$ cat src/rtl/hazard_ctrl.sv
// Hazard and sequencing controller for the 5-stage MIPS pipeline: load-use bubbles,
// taken-branch flushes, multi-cycle multiply stalls and a saturating stall counter.
module hazard_ctrl #(
    parameter int REG_W   = 5,
    parameter int MUL_LAT = 4
) (
    input  logic             clk,
    input  logic             rst,
    input  logic [REG_W-1:0] id_rs,
    input  logic [REG_W-1:0] id_rt,
    input  logic             id_uses_rs,
    input  logic             id_uses_rt,
    input  logic             id_is_mul,
    input  logic [REG_W-1:0] ex_dest,
    input  logic             ex_mem_read,
    input  logic             branch_taken,
    output logic             pc_en,
    output logic             ifid_en,
    output logic             ifid_flush,
    output logic             idex_flush,
    output logic             idex_hold,
    output logic             mul_busy,
    output logic [15:0]      stall_cycles
);

    localparam int CNT_W = $clog2(MUL_LAT + 1);

    typedef enum logic {RUN, MUL_BUSY} state_t;

    state_t           state;
    logic [CNT_W-1:0] cnt;
    logic             lu;

    function automatic logic [15:0] sat_inc(input logic [15:0] v);
        return (v == 16'hFFFF) ? v : v + 16'd1;
    endfunction

    // A load in EX feeding a register read in ID; r0 never carries a dependency.
    always_comb begin
        lu = ex_mem_read && (ex_dest != '0) &&
             ((id_uses_rs && (id_rs == ex_dest)) || (id_uses_rt && (id_rt == ex_dest)));
    end

    always_comb begin
        pc_en      = 1'b1;
        ifid_en    = 1'b1;
        ifid_flush = 1'b0;
        idex_flush = 1'b0;
        idex_hold  = 1'b0;
        mul_busy   = 1'b0;
        if (rst) begin
            pc_en      = 1'b0;
            ifid_en    = 1'b0;
            ifid_flush = 1'b1;
            idex_flush = 1'b1;
        end else if (state == MUL_BUSY) begin
            // EX is occupied by the multiply, so branch and load-use are moot here.
            pc_en     = 1'b0;
            ifid_en   = 1'b0;
            idex_hold = 1'b1;
            mul_busy  = 1'b1;
        end else if (branch_taken) begin
            ifid_flush = 1'b1;
            idex_flush = 1'b1;
        end else if (lu) begin
            pc_en      = 1'b0;
            ifid_en    = 1'b0;
            idex_flush = 1'b1;
        end
    end

    always_ff @(posedge clk) begin
        if (rst) begin
            state        <= RUN;
            cnt          <= '0;
            stall_cycles <= 16'd0;
        end else begin
            if (!pc_en) begin
                stall_cycles <= sat_inc(stall_cycles);
            end
            case (state)
                RUN: begin
                    if (!branch_taken && !lu && id_is_mul && (MUL_LAT > 1)) begin
                        state <= MUL_BUSY;
                        cnt   <= CNT_W'(MUL_LAT - 1);
                    end
                end
                MUL_BUSY: begin
                    cnt <= cnt - CNT_W'(1);
                    if (cnt == CNT_W'(1)) begin
                        state <= RUN;
                    end
                end
                default: begin
                    state <= RUN;
                    cnt   <= '0;
                end
            endcase
        end
    end

endmodule

$ cat config.mk
export PLATFORM = sky130hd
export DESIGN_NAME = hazard_ctrl
export DESIGN_NICKNAME = d
export VERILOG_FILES = /design/src/rtl/hazard_ctrl.sv
export SDC_FILE = /design/constraint.sdc
export NUM_CORES = 1
export LEC_CHECK = 0
export ABC_AREA = 1
export ABC_CLOCK_PERIOD_IN_PS = 3050
export BUFFER_PORTS_ARGS = -buffer_cell sky130_fd_sc_hd__buf_4
export CELL_PAD_IN_SITES_DETAIL_PLACEMENT = 0
export CELL_PAD_IN_SITES_GLOBAL_PLACEMENT = 1
export CORE_AREA = 5 5 68 70
export CTS_CLUSTER_SIZE = 40
export DETAILED_ROUTE_END_ITERATION = 12
export DIE_AREA = 0 0 73 75
export GPL_TIMING_DRIVEN = 0
export PLACE_DENSITY_LB_ADDON = 0.1
export SKIP_CTS_REPAIR_TIMING = 1
export SLEW_MARGIN = 40
export SYNTH_ARGS = -nofsm -noshare
export SYNTH_HDL_FRONTEND = slang
export SYNTH_SLANG_ARGS = --single-unit
$ cat constraint.sdc
create_clock -name clk -period 3.05 [get_ports clk]
set_input_delay 0.1525 -clock clk [delete_from_list [all_inputs] [get_ports clk]]
set_output_delay 0.1525 -clock clk [all_outputs]
set_load 0.02 [all_outputs]
==> results.ini, run 1 <==
[status]
status = finished clean

[floorplan]
die_w_um = 73
core_um2 = 3910
die_h_um = 75
placementRows = 23
dieArea_um2 = 5480
start_util_pct = 35.3
ios = 44

[sta]
fin_crit_ns = 1.67
finalHoldViolations = 0
whs_ns = 0.0918
rsz0062_at_grt = false
post-route-period-util_pct = 54.7
drv_slew = 0
skew_ns = 0.00585
setup_viol = 0
slew_headroom_pct = 78.4
tightestPinTransition_ns = 0.323
tns_ns = 0
setup_ws_ns = 1.38
timing.fmax_mhz = 599

[synthesis]
synth_top_cell_area_share_pct = 29.0
avgSynthCellArea_um2 = 6.03
synth_edf_count = 0
synth.most_common_cell = nand2_1
ys_warn_count = 0
synth_area_um2 = 1380
syn_nets = 254
async_reset_ff_share_pct = 0
synth_area_leader_cell = dfxtp_1
synthTopCellsByCount = 62 x nand2_1, 38 x nor2_1, 28 x inv_1, 23 x nand3_1, 20 x dfxtp_1
synth_area_leaders = dfxtp_1 29%, nand2_1 17%, nor2_1 10%
synthDistinctLibCells = 25
ys.flop_type = dfxtp_1
synth_seq_cells = 20
seq_area_frac_synth_pct = 29.0
syn_inst = 229

[grt]
grt_max_degree = 13
antenna_found_initial = 0
grt_overflow = 0
grtUsageTotal_pct = 13.4
grt_pass1_wl_um = 5900
grt_pass1_vias = 1413

[drt]
drt_drc_violations_left = 0
drt-total-wl_um = 3420
drt-wirelength-per-cell_um = 10.5
routed-via-count = 1499
via_per_inst = 4.60
ant_nets = 0
drt-pass1-iter-count = 4
drt_iter0_drc = 85

[setup_path]
r2r_cells = 12
critPathLaunchType = register
rrSetupSlack_ns = 1.38
crit_end = stall_cycles[6]
crit_start = stall_cycles[0]
arrival_ns = 1.83
crit_type = register to register
worstPathMaxFanout = 10
crit_required_ns = 3.21
r2r_start = stall_cycles[0]
r2r_end = stall_cycles[6]
endpoint_kind = register

[cts]
clk_latency_ns = 0.26
htree_levels = 1
clockBufferDepth = 2
cts_sinks = 20
cts_tree = built
cts_root_buffer = clkbuf_8
clk_pin_slew_ns = 0.08
cts-buffers-inserted = 3

[pwr]
worst_ir_drop_vdd_v = 0.000147
pwr_density_cell_nw_per_um2 = 403
leakage_nw = 0.944

[layout]
seq_area_um2 = 400
drive_gt1_share_pct = 25.7
diodes = 0
multi_input_area_um2 = 795
area_growth_pct = 33.1
finalNetCount = 302
nFillCells = 440
layout.cells.non_filler = 326
utilization_pct = 47.0

[place]
placed_cells = 322
port_buffers = 43
gp_congestion = 0.810
pre_cts_slack_ns = 1.38
hpwl_um = 2660

[run]
cap_violations = 0

[hold_path]
hold_class = input port to register

==> logic make-up after synthesis <==
group	count (synthesis)	share of synthesized area [%]
flops	20	29.0
compound gates	25	9.33
simple gates	141	45.5
buf+inv	40	13.5
fa+ha+maj	3	2.72
==> per-layer routing <==
layer / global-route usage [%] / vias up / part of all wire [%]
met3: 3.47 / 2 / 7.5
met2: 22.5 / 43 / 46
met5: 0 / - / 0
li1: - / 809 / -
met1: 16.7 / 645 / 45
met4: 4.51 / 0 / 0.79
==> cells in the final DEF, fill, tap and decap left out, drive strengths merged, types with 3 or more instances in the layout <==
cell type,count
nor2,43
o21ai,4
buf,49
inv,32
a21oi,19
ha,3
nand3,26
nand2,66
dfxtp,20
clkbuf,3
==> sequential cells by signal, indices dropped and copies added (netlist names) <==
signal / flops
stall_cycles: 16
cnt: 3
state: 1
==> stage by stage <==
step	total power [W]	area [um2]
after floorplan	0.000406	1380
after global placement	0.000477	1770
after detailed placement	0.000477	1770
after CTS	0.000750	1840
after global routing	0.000782	1840
final	0.000740	1840
==> cell type report <==
type                            instances  area share [%]
Buffer                                  6            2.93
Clock buffer                            3            2.25
Clock inverter                          1            1.63
Inverter                               34            7.22
Multi-Input combinational cell        169            43.2
Sequential cell                        20            21.8
Tap cell                               50            3.40
Timing Repair Buffer                   43            17.6
==> worst min-delay path by stage <==
stage	startpoint	endpoint	depth (start not counted)
2_1_floorplan	rst	cnt[2]	1
3_3_place_gp	rst	cnt[2]	2
5_1_grt	rst	cnt[2]	2
4_1_cts	rst	cnt[2]	2
3_5_place_dp	rst	cnt[2]	2
6_report	rst	cnt[2]	2
==> critical path: stages (launching register included) <==
cell	delay, ns
dfxtp_1	0.44
ha_1	0.18
inv_1	0.06
nor2_2	0.13
nand2_2	0.10
nor2_4	0.12
nand3_4	0.15
clkinv_4	0.11
nor2_1	0.06
nand2_1	0.08
nand2_1	0.05
nand2_1	0.05
nor2_1	0.05
==> where the power goes <==
| group | leakage (nW) | total, W | internal (W) | switching, W |
|---|---|---|---|---|
| clock | 0.0357 | 0.000271 | 0.000175 | 0.0000960 |
| sequential | 0.163 | 0.000290 | 0.000275 | 0.0000152 |
| combinational | 0.745 | 0.000179 | 0.0000822 | 0.0000964 |
No activity file was read; power rests on OpenSTA's default activity.
==> run 2: changes to the inputs <==
- ABC_CLOCK_PERIOD_IN_PS: 3050 -> 1430
- CORE_AREA: 5 5 68 70 -> 5 5 74 76
- DIE_AREA: 0 0 73 75 -> 0 0 79 81
- clock period: 3.05 -> 1.43 ns (I/O delays scaled with it)
==> run 2 against run 1 <==
Compared with the run above: the flow now finishes with violations (setup timing); hold slack got worse by 0.065 ns; final area is 7.7% higher; worst setup slack worse by 1.5 ns; clock skew grew 0.0020 ns; routed wire length is 5.1% higher; register-to-register slack got worse by 1.5 ns; largest cell class unchanged; highest routed layer unchanged.
==> results.ini, run 2 (synthesis gave the netlist of run 1 again) <==
[grt]
antenna_found_initial = 0
grt_pass1_wl_um = 6000
grt_overflow = 0
grt_pass1_vias = 1445
grtUsageTotal_pct = 11.5
grt_max_degree = 13

[sta]
rsz0062_at_grt = true
timing.fmax_mhz = 658
tightestPinTransition_ns = 0.280
slew_headroom_pct = 81.3
skew_ns = 0.00782
finalHoldViolations = 0
tns_ns = -0.871
setup_ws_ns = -0.0893
setup_viol = 15
post-route-period-util_pct = 106
drv_slew = 0
fin_crit_ns = 1.52

[floorplan]
core_um2 = 4660
start_util_pct = 29.6
die_h_um = 81
ios = 44
placementRows = 25
die_w_um = 79
dieArea_um2 = 6400

[cts]
cts-buffers-inserted = 3
htree_levels = 1
cts_root_buffer = clkbuf_8
cts_sinks = 20
cts_tree = built
clockBufferDepth = 2
clk_latency_ns = 0.27
clk_pin_slew_ns = 0.09

[place]
placed_cells = 326
gp_congestion = 0.752
dpl-instance-area_um2 = 1810
hpwl_um = 2800
port_buffers = 43
pre_cts_slack_ns = -0.139

[hold_path]
hold_class = input port to register
holdPathStages = 2

[run]
cap_violations = 0

[layout]
stdcell_area_um2 = 1980
mostFrequentLayoutCell = nand2_1
diodes = 0
regMostFlops = stall_cycles
layout.cells.non_filler = 335
area_growth_pct = 43.3
finalNetCount = 307
reg.largest.list = stall_cycles (16), cnt (3), state (1)
mostFrequentLayoutCells = 58 x nand2_1, 50 x buf_4, 32 x nor2_1, 25 x inv_1, 21 x nand3_1
utilization_pct = 42.5
largest_reg_flops = 16
drive_gt1_share_pct = 36.3

[drt]
ant_nets = 0
drt-wirelength-per-cell_um = 10.7
drt_iter0_drc = 67
drt-total-wl_um = 3590
routed-via-count = 1522
drt-pass1-iter-count = 4
via_per_inst = 4.54
drt_drc_violations_left = 0

[setup_path]
r2r_cells = 12
worstPathMaxFanout = 8
critPathLaunchType = register
cp_cell_sequence = ha_4, inv_2, nor2_4, nand2_4, nor2_4, nand3_4, clkinv_4, nor2_4, nand2_2, nand2_1, nand2_1, nor2_1
arrival_ns = 1.68
crit_top_cell = nor2_4
crit_type = register to register
cpPeakStageDelay_ns = 0.39
crit_required_ns = 1.59
critPathTopFamily = simple AND/OR/NAND/NOR gates
worst-path-buf-inv = 2
endpoint_kind = register
critical_path_depth = 12
cp_slowest_cell = dfxtp_4

[pwr]
leakage_nw = 0.986
worst_ir_drop_vdd_v = 0.000400
pwr_density_cell_nw_per_um2 = 781

[status]
status = finished, violations left
violations = setup timing

[run 2: cell count changes in the layout (fill, tap and decap cells not counted), moves of 2 or more]
cell | previous run | this run
dfxtp_1 | 20 | 12
nor2_1 | 38 | 32
buf_4 | 45 | 50
dfxtp_2 | 0 | 5
nand2_1 | 62 | 58
nor2_4 | 1 | 5
dfxtp_4 | 0 | 3
inv_1 | 28 | 25
inv_2 | 4 | 7
nand2_2 | 4 | 6
nand2_4 | 0 | 2
nand3_1 | 23 | 21
nand3_2 | 2 | 4
nor2_2 | 4 | 6
[run 2: report_power, final]
group / switching [W] / internal (W) / total, W / leakage (nW)
clock: 0.000216 / 0.000304 / 0.000520 / 0.0339
combinational: 0.000213 / 0.000183 / 0.000396 / 0.785
sequential: 0.0000393 / 0.000590 / 0.000629 / 0.167
[run 2: stage by stage]
stage	hold WS (ns)	power [W]
after floorplan	0.141	0.000876
after global placement	0.290	0.00103
after detailed placement	0.296	0.00103
after CTS	-0.00346	0.00156
after global routing	0.0357	0.00165
final	0.0266	0.00155
[run 2: layout make-up]
class,instances,area (um2)
Inverter,34,133
Timing Repair Buffer,49,372
Buffer,5,42.5
Tap cell,54,67.6
Multi-Input combinational cell,169,881
Fill cell,510,2680
Clock buffer,4,66.3
Sequential cell,20,418
[run 2: per-layer routing]
layer,up-vias,routed length [um],GRT usage (%)
met1,672,1610,13.4
met2,25,1770,20.9
met3,4,160,2.44
met4,0,46,3.61
li1,821,-,-
met5,-,0,0
[run 2: worst paths after layout]
check | startpoint | end | slack (ns)
setup / recovery | stall_cycles[0] | stall_cycles[6] | -0.09
hold / removal | rst | cnt[2] | 0.03
setup reg to reg | stall_cycles[0] | stall_cycles[6] | -0.09
hold reg to reg | cnt[1] | cnt[1] | 0.48
